`src/rtl/spi_rx_assembler_if.sv`:
```
// Sample handshake bundle between the SPI receive assembler and its consumer.
// The master side produces sample_data/sample_valid and the slave side answers with sample_ready.
interface spi_rx_assembler_if #(
  parameter int NUM_BYTES = 3
);

  logic [8*NUM_BYTES-1:0] sample_data;
  logic                   sample_valid;
  logic                   sample_ready;

  modport master (
    output sample_data,
    output sample_valid,
    input  sample_ready
  );

  modport slave (
    input  sample_data,
    input  sample_valid,
    output sample_ready
  );

endinterface

```
`src/rtl/spi_rx_assembler.sv`:
```
// Receive side of the SPI accelerometer master. It shifts MISO in MSB-first,
// emits each completed byte, and packs NUM_BYTES bytes into one sample word.
// The sample word is held in an output register that uses a valid/ready
// handshake with a sticky overrun flag. Frames cut short raise a one-cycle frame_err.
module spi_rx_assembler #(
  parameter int NUM_BYTES = 3
) (
  input  logic                      clk,
  input  logic                      rst,
  input  logic                      miso_i,
  input  logic                      cs_i,
  input  logic                      receive_i,
  input  logic                      clear_overrun_i,
  output logic [7:0]                byte_data_o,
  output logic                      byte_valid_o,
  output logic                      overrun_o,
  output logic                      frame_err_o,
  spi_rx_assembler_if.master        smp
);

  localparam int W    = 8 * NUM_BYTES;
  localparam int IDXW = (NUM_BYTES > 1) ? $clog2(NUM_BYTES) : 1;
  localparam logic [IDXW-1:0] LAST_IDX = IDXW'(NUM_BYTES - 1);

  typedef enum logic {
    IDLE,
    SHIFT
  } state_t;

  state_t          state_q, state_d;
  logic [2:0]      bit_cnt_q, bit_cnt_d;
  logic [IDXW-1:0] byte_idx_q, byte_idx_d;
  logic [6:0]      shift_q, shift_d;
  logic [W-1:0]    asm_q, asm_d;
  logic [7:0]      byte_data_q, byte_data_d;
  logic            byte_valid_q, byte_valid_d;
  logic [W-1:0]    sample_data_q, sample_data_d;
  logic            sample_valid_q, sample_valid_d;
  logic            overrun_q, overrun_d;
  logic            frame_err_q, frame_err_d;

  logic            en;
  logic [7:0]      byte_new;
  logic            sample_load;
  logic            overrun_set;

  assign en       = receive_i && !cs_i;
  assign byte_new = {shift_q, miso_i};

  // Register every piece of state; reset clears everything immediately without raising frame_err.
  always_ff @(posedge clk or posedge rst) begin
    if (rst) begin
      state_q        <= IDLE;
      bit_cnt_q      <= '0;
      byte_idx_q     <= '0;
      shift_q        <= '0;
      asm_q          <= '0;
      byte_data_q    <= '0;
      byte_valid_q   <= 1'b0;
      sample_data_q  <= '0;
      sample_valid_q <= 1'b0;
      overrun_q      <= 1'b0;
      frame_err_q    <= 1'b0;
    end else begin
      state_q        <= state_d;
      bit_cnt_q      <= bit_cnt_d;
      byte_idx_q     <= byte_idx_d;
      shift_q        <= shift_d;
      asm_q          <= asm_d;
      byte_data_q    <= byte_data_d;
      byte_valid_q   <= byte_valid_d;
      sample_data_q  <= sample_data_d;
      sample_valid_q <= sample_valid_d;
      overrun_q      <= overrun_d;
      frame_err_q    <= frame_err_d;
    end
  end

  // Next-state logic: deserialise, complete bytes and frames, handle aborts, and manage the output handshake.
  always_comb begin
    state_d        = state_q;
    bit_cnt_d      = bit_cnt_q;
    byte_idx_d     = byte_idx_q;
    shift_d        = shift_q;
    asm_d          = asm_q;
    byte_data_d    = byte_data_q;
    byte_valid_d   = 1'b0;
    sample_data_d  = sample_data_q;
    sample_valid_d = sample_valid_q;
    overrun_d      = overrun_q;
    frame_err_d    = 1'b0;
    sample_load    = 1'b0;
    overrun_set    = 1'b0;

    case (state_q)
      IDLE: begin
        if (en) begin
          state_d   = SHIFT;
          shift_d   = byte_new[6:0];
          bit_cnt_d = 3'd1;
        end
      end
      SHIFT: begin
        if (en) begin
          shift_d   = byte_new[6:0];
          bit_cnt_d = bit_cnt_q + 3'd1;
          if (bit_cnt_q == 3'd7) begin
            byte_data_d  = byte_new;
            byte_valid_d = 1'b1;
            for (int i = 0; i < NUM_BYTES; i++) begin
              if (int'(byte_idx_q) == i) begin
                asm_d[8*(NUM_BYTES-i)-1 -: 8] = byte_new;
              end
            end
            if (byte_idx_q == LAST_IDX) begin
              byte_idx_d  = '0;
              sample_load = 1'b1;
            end else begin
              byte_idx_d = byte_idx_q + IDXW'(1);
            end
          end
        end else begin
          state_d     = IDLE;
          bit_cnt_d   = '0;
          byte_idx_d  = '0;
          frame_err_d = (bit_cnt_q != 3'd0) || (byte_idx_q != '0);
        end
      end
      default: begin
        state_d    = IDLE;
        bit_cnt_d  = '0;
        byte_idx_d = '0;
      end
    endcase

    if (sample_load) begin
      if (!sample_valid_q || smp.sample_ready) begin
        sample_data_d  = asm_d;
        sample_valid_d = 1'b1;
      end else begin
        overrun_set = 1'b1;
      end
    end else if (sample_valid_q && smp.sample_ready) begin
      sample_valid_d = 1'b0;
    end

    if (overrun_set) begin
      overrun_d = 1'b1;
    end else if (clear_overrun_i) begin
      overrun_d = 1'b0;
    end
  end

  assign byte_data_o      = byte_data_q;
  assign byte_valid_o     = byte_valid_q;
  assign overrun_o        = overrun_q;
  assign frame_err_o      = frame_err_q;
  assign smp.sample_data  = sample_data_q;
  assign smp.sample_valid = sample_valid_q;

endmodule

```
`src/flat_wrapper.sv`:
```
// flat-port wrapper written by rule: the top's interface ports become plain ports
module spi_rx_assembler_flat 
#(
  parameter int NUM_BYTES = 3
)
  (clk, rst, miso_i, cs_i, receive_i, clear_overrun_i, byte_data_o, byte_valid_o, overrun_o, frame_err_o, smp_sample_data, smp_sample_valid, smp_sample_ready);
  spi_rx_assembler_if #(.NUM_BYTES(NUM_BYTES)) smp_i ();
  input  logic clk;
  input  logic rst;
  input  logic miso_i;
  input  logic cs_i;
  input  logic receive_i;
  input  logic clear_overrun_i;
  output logic [7:0] byte_data_o;
  output logic byte_valid_o;
  output logic overrun_o;
  output logic frame_err_o;
  output wire logic [$bits(smp_i.sample_data)-1:0] smp_sample_data;
  output wire logic [$bits(smp_i.sample_valid)-1:0] smp_sample_valid;
  input wire logic [$bits(smp_i.sample_ready)-1:0] smp_sample_ready;
  assign smp_sample_data = smp_i.sample_data;
  assign smp_sample_valid = smp_i.sample_valid;
  assign smp_i.sample_ready = smp_sample_ready;
  spi_rx_assembler #(.NUM_BYTES(NUM_BYTES)) u_core (.clk(clk), .rst(rst), .miso_i(miso_i), .cs_i(cs_i), .receive_i(receive_i), .clear_overrun_i(clear_overrun_i), .byte_data_o(byte_data_o), .byte_valid_o(byte_valid_o), .overrun_o(overrun_o), .frame_err_o(frame_err_o), .smp(smp_i));
endmodule
```
`config.mk`:
```
export PLATFORM = sky130hd
export DESIGN_NAME = spi_rx_assembler_flat
export DESIGN_NICKNAME = d
export VERILOG_FILES = /design/src/rtl/spi_rx_assembler_if.sv /design/src/rtl/spi_rx_assembler.sv /design/src/flat_wrapper.sv
export SDC_FILE = /design/constraint.sdc
export NUM_CORES = 1
export LEC_CHECK = 0
export BUFFER_PORTS_ARGS = -buffer_cell sky130_fd_sc_hd__buf_2
export CAP_MARGIN = 30
export CORE_MARGIN = 1
export CORE_UTILIZATION = 50
export CTS_BUF_LIST = sky130_fd_sc_hd__clkbuf_2
export DETAILED_ROUTE_END_ITERATION = 7
export PLACE_DENSITY = 0.72
export SLEW_MARGIN = 5
export SYNTH_ARGS = -nofsm -noshare
export SYNTH_HDL_FRONTEND = slang
export SYNTH_SLANG_ARGS = --single-unit
```
`constraint.sdc`:
```
create_clock -name clk -period 3.92 [get_ports clk]
set_input_delay 0.392 -clock clk [delete_from_list [all_inputs] [get_ports clk]]
set_output_delay 0.392 -clock clk [all_outputs]
set_load 0.03 [all_outputs]
```
=== After elaboration in Yosys (flattened, before gate mapping) ===
Index checks and enable logic that the tools add are counted.

* Bits in registers: 73
* Input port bits: 7
* Output and inout bits: 36
* Logic and storage cells: 66

* $add $sub $neg: 2
* Eq/ne operators: 7
* Muxes and demuxes: 30
* Bitwise gates (word level): 1
* Reductions and logical operators: 15

{| class="wikitable"
|+ Operators with widths
! kind !! number
|-
| 24-bit two-way mux || 3
|-
| 8-bit two-way mux || 3
|-
| 1-bit two-way mux || 17
|-
| 7-bit two-way mux || 1
|-
| 2-bit == test (second input constant) || 3
|-
| 2-bit two-way mux || 3
|-
| 3-bit two-way mux || 2
|-
| 3-bit one-hot mux with 2 select lines || 1
|-
| 2-bit AND reduction || 3
|-
| 2-bit nonzero test || 3
|-
| 2-bit != test (second input constant) || 2
|-
| 3-bit by 1-bit adder with 3-bit output (second input constant) || 1
|-
| 3-bit == test (second input constant) || 1
|-
| 3-bit AND reduction || 1
|-
| 3-bit nonzero test || 1
|-
| 2-bit by 1-bit adder with 2-bit output (second input constant) || 1
|-
| 1-bit logical AND || 2
|-
| 1-bit zero test || 2
|-
| 2-bit zero test || 1
|-
| 1-bit logical OR || 2
|-
| 2-bit by 1-bit != test with 1-bit output (second input constant) || 1
|-
| 1-bit inverter || 1
|}

=== Logic depth before layout (Yosys ltp) ===
* Word-level depth: 7
* Mapped depth: 7

=== Least setup slack after synthesis ===
Ideal clock, no wire load.

* Kind: flip-flop to flip-flop
* From: register u_core.bit_cnt_q[1]
* To: register u_core.sample_data_q[0], in the netlist u_core.smp.sample_data[0]
* Setup time: 0.125 ns
* Data arrival time: 1.669 ns
* Required time: 3.795 ns
* Setup slack: 2.126 ns
* Cell stages (with the launch flop): 8
* Period minus slack after synthesis: 1.794 ns
* Cell sequence: dfrtp_1 > ha_1 > ha_1 > nand4b_2 > and4bb_2 > buf_4 > buf_6 > mux2_2

* Longest elaborated chain between the ends: 5
* Elaborated cells between the ends (all ways): 8
* Those cells by class: eq/ne (1); mux (6); reduce/logical (1)

{| class="wikitable"
|+ RTL lines
! what !! RTL line !! source
|-
| start: declaration || spi_rx_assembler.sv:31 || <nowiki>logic [2:0] bit_cnt_q, bit_cnt_d;</nowiki>
|-
| start signal: assignment || spi_rx_assembler.sv:66 || <nowiki>bit_cnt_q <= bit_cnt_d;</nowiki>
|-
| 3-bit == test * || spi_rx_assembler.sv:107 || <nowiki>if (bit_cnt_q == 3'd7) begin</nowiki>
|-
| 1-bit two-way mux || spi_rx_assembler.sv:107 ||
|-
| 1-bit two-way mux || spi_rx_assembler.sv:104 || <nowiki>if (en) begin</nowiki>
|-
| 1-bit two-way mux || spi_rx_assembler.sv:95 || <nowiki>case (state_q)</nowiki>
|-
| 2-bit AND reduction (no line) || -- ||
|-
| end signal: assignment || spi_rx_assembler.sv:72 || <nowiki>sample_data_q <= sample_data_d;</nowiki>
|-
| end: declaration || spi_rx_assembler.sv:37 || <nowiki>logic [W-1:0] sample_data_q, sample_data_d;</nowiki>
|}

Mark *: on every way between the ends. The rest lies on a longest branch, timed or not.
A chain may end at the register's enable or synchronous reset.

=== Worst setup path after layout ===
* From: register u_core.bit_cnt_q[1]
* To: register u_core.sample_data_q[17], in the netlist u_core.smp.sample_data[17]

Same word-level chain as after synthesis.

==> impl_metrics.yaml <==
power:
  switchingPower_uw: 281
  powerDensity_nw_per_um2: 383
  seq_power_share: 0.681
  leakagePower_uw: 0.00159
  swShare: 0.258
  p_int_uw: 808
  ir_worst_vdd_mv: 0.190
  pwr-share-clk: 0.264
  combPwrFrac: 0.054
  totalPowerFinal_uw: 1090
layout:
  final_cell_mix: "65 x dfrtp_1, 55 x mux2_2, 42 x buf_2"
  fin_util: 0.595
  nNetsFinal: 215
  final_common_cell: "dfrtp_1"
  syn_to_final_growth_pct: 12.5
  design_area_sq_um: 2850
  antenna_cells: 0
  fin_cells: 276
  fill_cells: 388
  drive_gt1_frac: 0.555
floorplanning:
  start_util: 0.528
  die_area_sq_um: 5350
  die_w_um: 73.1
  coreArea_sq_um: 4790
  die_h_um: 73.1
  io_pins: 43
  rows: 25
clock_network:
  hold_buffers: 0
  clockBufferDepth: 2
  cts-buffers-inserted: 9
  numClockSinks: 65
  postCtsSetupBuffers: 0
  clk_pin_slew_ns: 0.16
  cts-root-buf: "clkbuf_2"
  insertion_delay_ns: 0.46
  ctsResizeCount: 0
  cts_tree: "built"
  h-tree-depth: 3
grt:
  grt_first_pass_wirelength_um: 6620
  grt_usage: 0.174
  grt-ovfl-total: 0
  grt_max_degree: 66
  grt_pass1_vias: 1348
  antenna_found_initial: 0
route:
  wl_um: 4090
  via_per_inst: 5.00
  route.vias.total: 1379
  first_iter_violations: 51
  wl_per_cell_um: 14.8
  ant_nets: 0
  dr.pass1.iters: 4
  drc_errors: 0
setup_path:
  required_ns: 4.26
  crit_type: "reg2reg"
  critical_path_buf_inv_count: 0
  crit_path_end_kind: "flop"
  reg2reg_depth: 5
  worstPathCellList: "ha_1 > ha_1 > nand4b_2 > and4bb_2 > mux2_2"
  cp_num_cells: 5
  cpMostUsedCell: "ha_1"
  crit_path_max_incr_delay_ns: 0.89
  slowest_stage: "and4bb_2"
  worstPathArrival_ns: 2.92
  start_kind: "flop"
  critPathMaxFanout: 24
  crit_family: "simple AND/OR/NAND/NOR gates"
timing:
  max_freq_mhz: 388
  tightest_slew_ns: 0.777
  relSlewSlack: 0.482
  finalCritPeriodShare: 0.658
  rsz0062_at_grt: "false"
  hold_viol_final: 0
  final.min_clock_period_ns: 2.58
  setup_tns_ns: 0
  slew_violations: 0
  finClkSkew_ns: 0.0233
  finalSetupViolations: 0
placed_design:
  dp.cells: 261
  dp_hpwl_um: 2730
  port_buffers: 42
  place_area_sq_um: 2770
  gp_congestion: 0.728
hold_path:
  hold_path_depth: 2
  hold_class: "in2reg"
run:
  drv_cap: 0
synthesis:
  syn-num-nets: 169
  yosysUniqueCellTypes: 23
  synth-seq-cells: 65
  seq_area_frac_synth: 0.643
  postSynthCellCount: 159
  ys_warn_count: 0
  syn_area_sq_um: 2530
  syn_area_per_cell_sq_um: 15.9
status:
  status: "complete, no violations"
==> worst register-to-register path, stage by stage, from the launching register on <==
cell and delay, ns:
dfrtp_1 0.40, ha_1 0.17, ha_1 0.19, nand4b_2 0.40
and4bb_2 0.89, mux2_2 0.42
==> flip-flops by register name, indices dropped and copies added, names as in the netlist <==
register / flops
u_core.smp.sample_valid: 1
u_core.frame_err_o: 1
u_core.state_q: 1
u_core.shift_q: 7
u_core.overrun_o: 1
u_core.byte_idx_q: 2
u_core.smp.sample_data: 24
u_core.byte_valid_o: 1
u_core.bit_cnt_q: 3
u_core.byte_data_o: 8
u_core.asm_q: 16
==> per-stage QoR <==
| step | setup WS, ns | hold slack, ns |
|---|---|---|
| after floorplan | 1.90 | 0.474 |
| after global routing | 1.16 | 0.0867 |
| final | 1.34 | 0.128 |
| after CTS | 1.33 | 0.0824 |
| after global placement | 1.51 | 0.481 |
| after detailed placement | 1.35 | 0.487 |
==> final cells by class <==
type                       count  area [sq um]  share of cell area
clock inverter                 5          23.8             0.00836
inverter                       6          22.5             0.00792
clock buffer                  10          50.0              0.0176
sequential                    65          1630               0.572
multi-input combinational     80           821               0.288
tap                           67          83.8              0.0295
timing repair buffer          43           218              0.0765
==> cells in the mapped netlist <==
master / count / area (sq um)
nand2_1: 5 / 18.8
nand2b_1: 2 / 12.5
mux2i_1: 1 / 10.0
or3b_1: 1 / 8.76
a21bo_2: 1 / 10.0
nor2_1: 1 / 3.75
nand3b_1: 1 / 7.51
o22ai_1: 2 / 12.5
buf_4: 1 / 7.51
nor3b_4: 1 / 18.8
inv_1: 6 / 22.5
buf_2: 2 / 10.0
nor4b_1: 1 / 8.76
or3_1: 1 / 6.26
buf_6: 3 / 33.8
a21o_2: 1 / 8.76
nand4b_2: 1 / 15.0
dfrtp_1: 65 / 1630
ha_1: 3 / 37.5
mux2_2: 55 / 619
clkbuf_1: 2 / 7.51
and4bb_2: 1 / 12.5
o21ai_0: 2 / 10.0
==> power groups by stage <==
stage / Combinational, uW / Sequential (uW) / Clock, uW
6_report: 59.0 / 742 / 288
5_1_grt: 67.4 / 752 / 333
4_1_cts: 60.6 / 744 / 300
3_5_place_dp: 60.4 / 757 / 0
3_3_place_gp: 57.4 / 756 / 0
2_1_floorplan: 47.0 / 741 / 0
==> path summary, 6_finish.rpt <==
| check | start | to | slack (ns) |
|---|---|---|---|
| worst min-delay path | clear_overrun_i | u_core.overrun_o$_DFFE_PP0P_ | 0.13 |
| worst max-delay path | u_core.bit_cnt_q[1]$_DFFE_PP0P_ | u_core.smp.sample_data[17]$_DFFE_PP0P_ | 1.34 |
| worst max register to register | u_core.bit_cnt_q[1]$_DFFE_PP0P_ | u_core.smp.sample_data[17]$_DFFE_PP0P_ | 1.34 |
| worst min register to register | u_core.smp.sample_data[8]$_DFFE_PP0P_ | u_core.smp.sample_data[8]$_DFFE_PP0P_ | 0.52 |
| min in group asynchronous | rst | u_core.asm_q[22]$_DFF_PP0_ | 0.14 |
| max in group asynchronous | rst | u_core.asm_q[20]$_DFF_PP0_ | 3.26 |
==> per-layer routing <==
layer,routed length [um],track usage
met3,177,0.0442
met4,70,0.105
met2,2000,0.255
met1,1850,0.232
met5,0,0
==> cell families (layout without fill, tap and decap cells) <==
group,count (synthesis),after routing,synth area share
muxes,56,56,0.249
buffers and inverters,14,64,0.0322
AOI/OAI and AO/OA,6,6,0.0163
adders and majority gates,3,3,0.0148
DFF,65,65,0.643
and+or+nand+nor,15,15,0.0445
(Power assumes the default switching activity.)
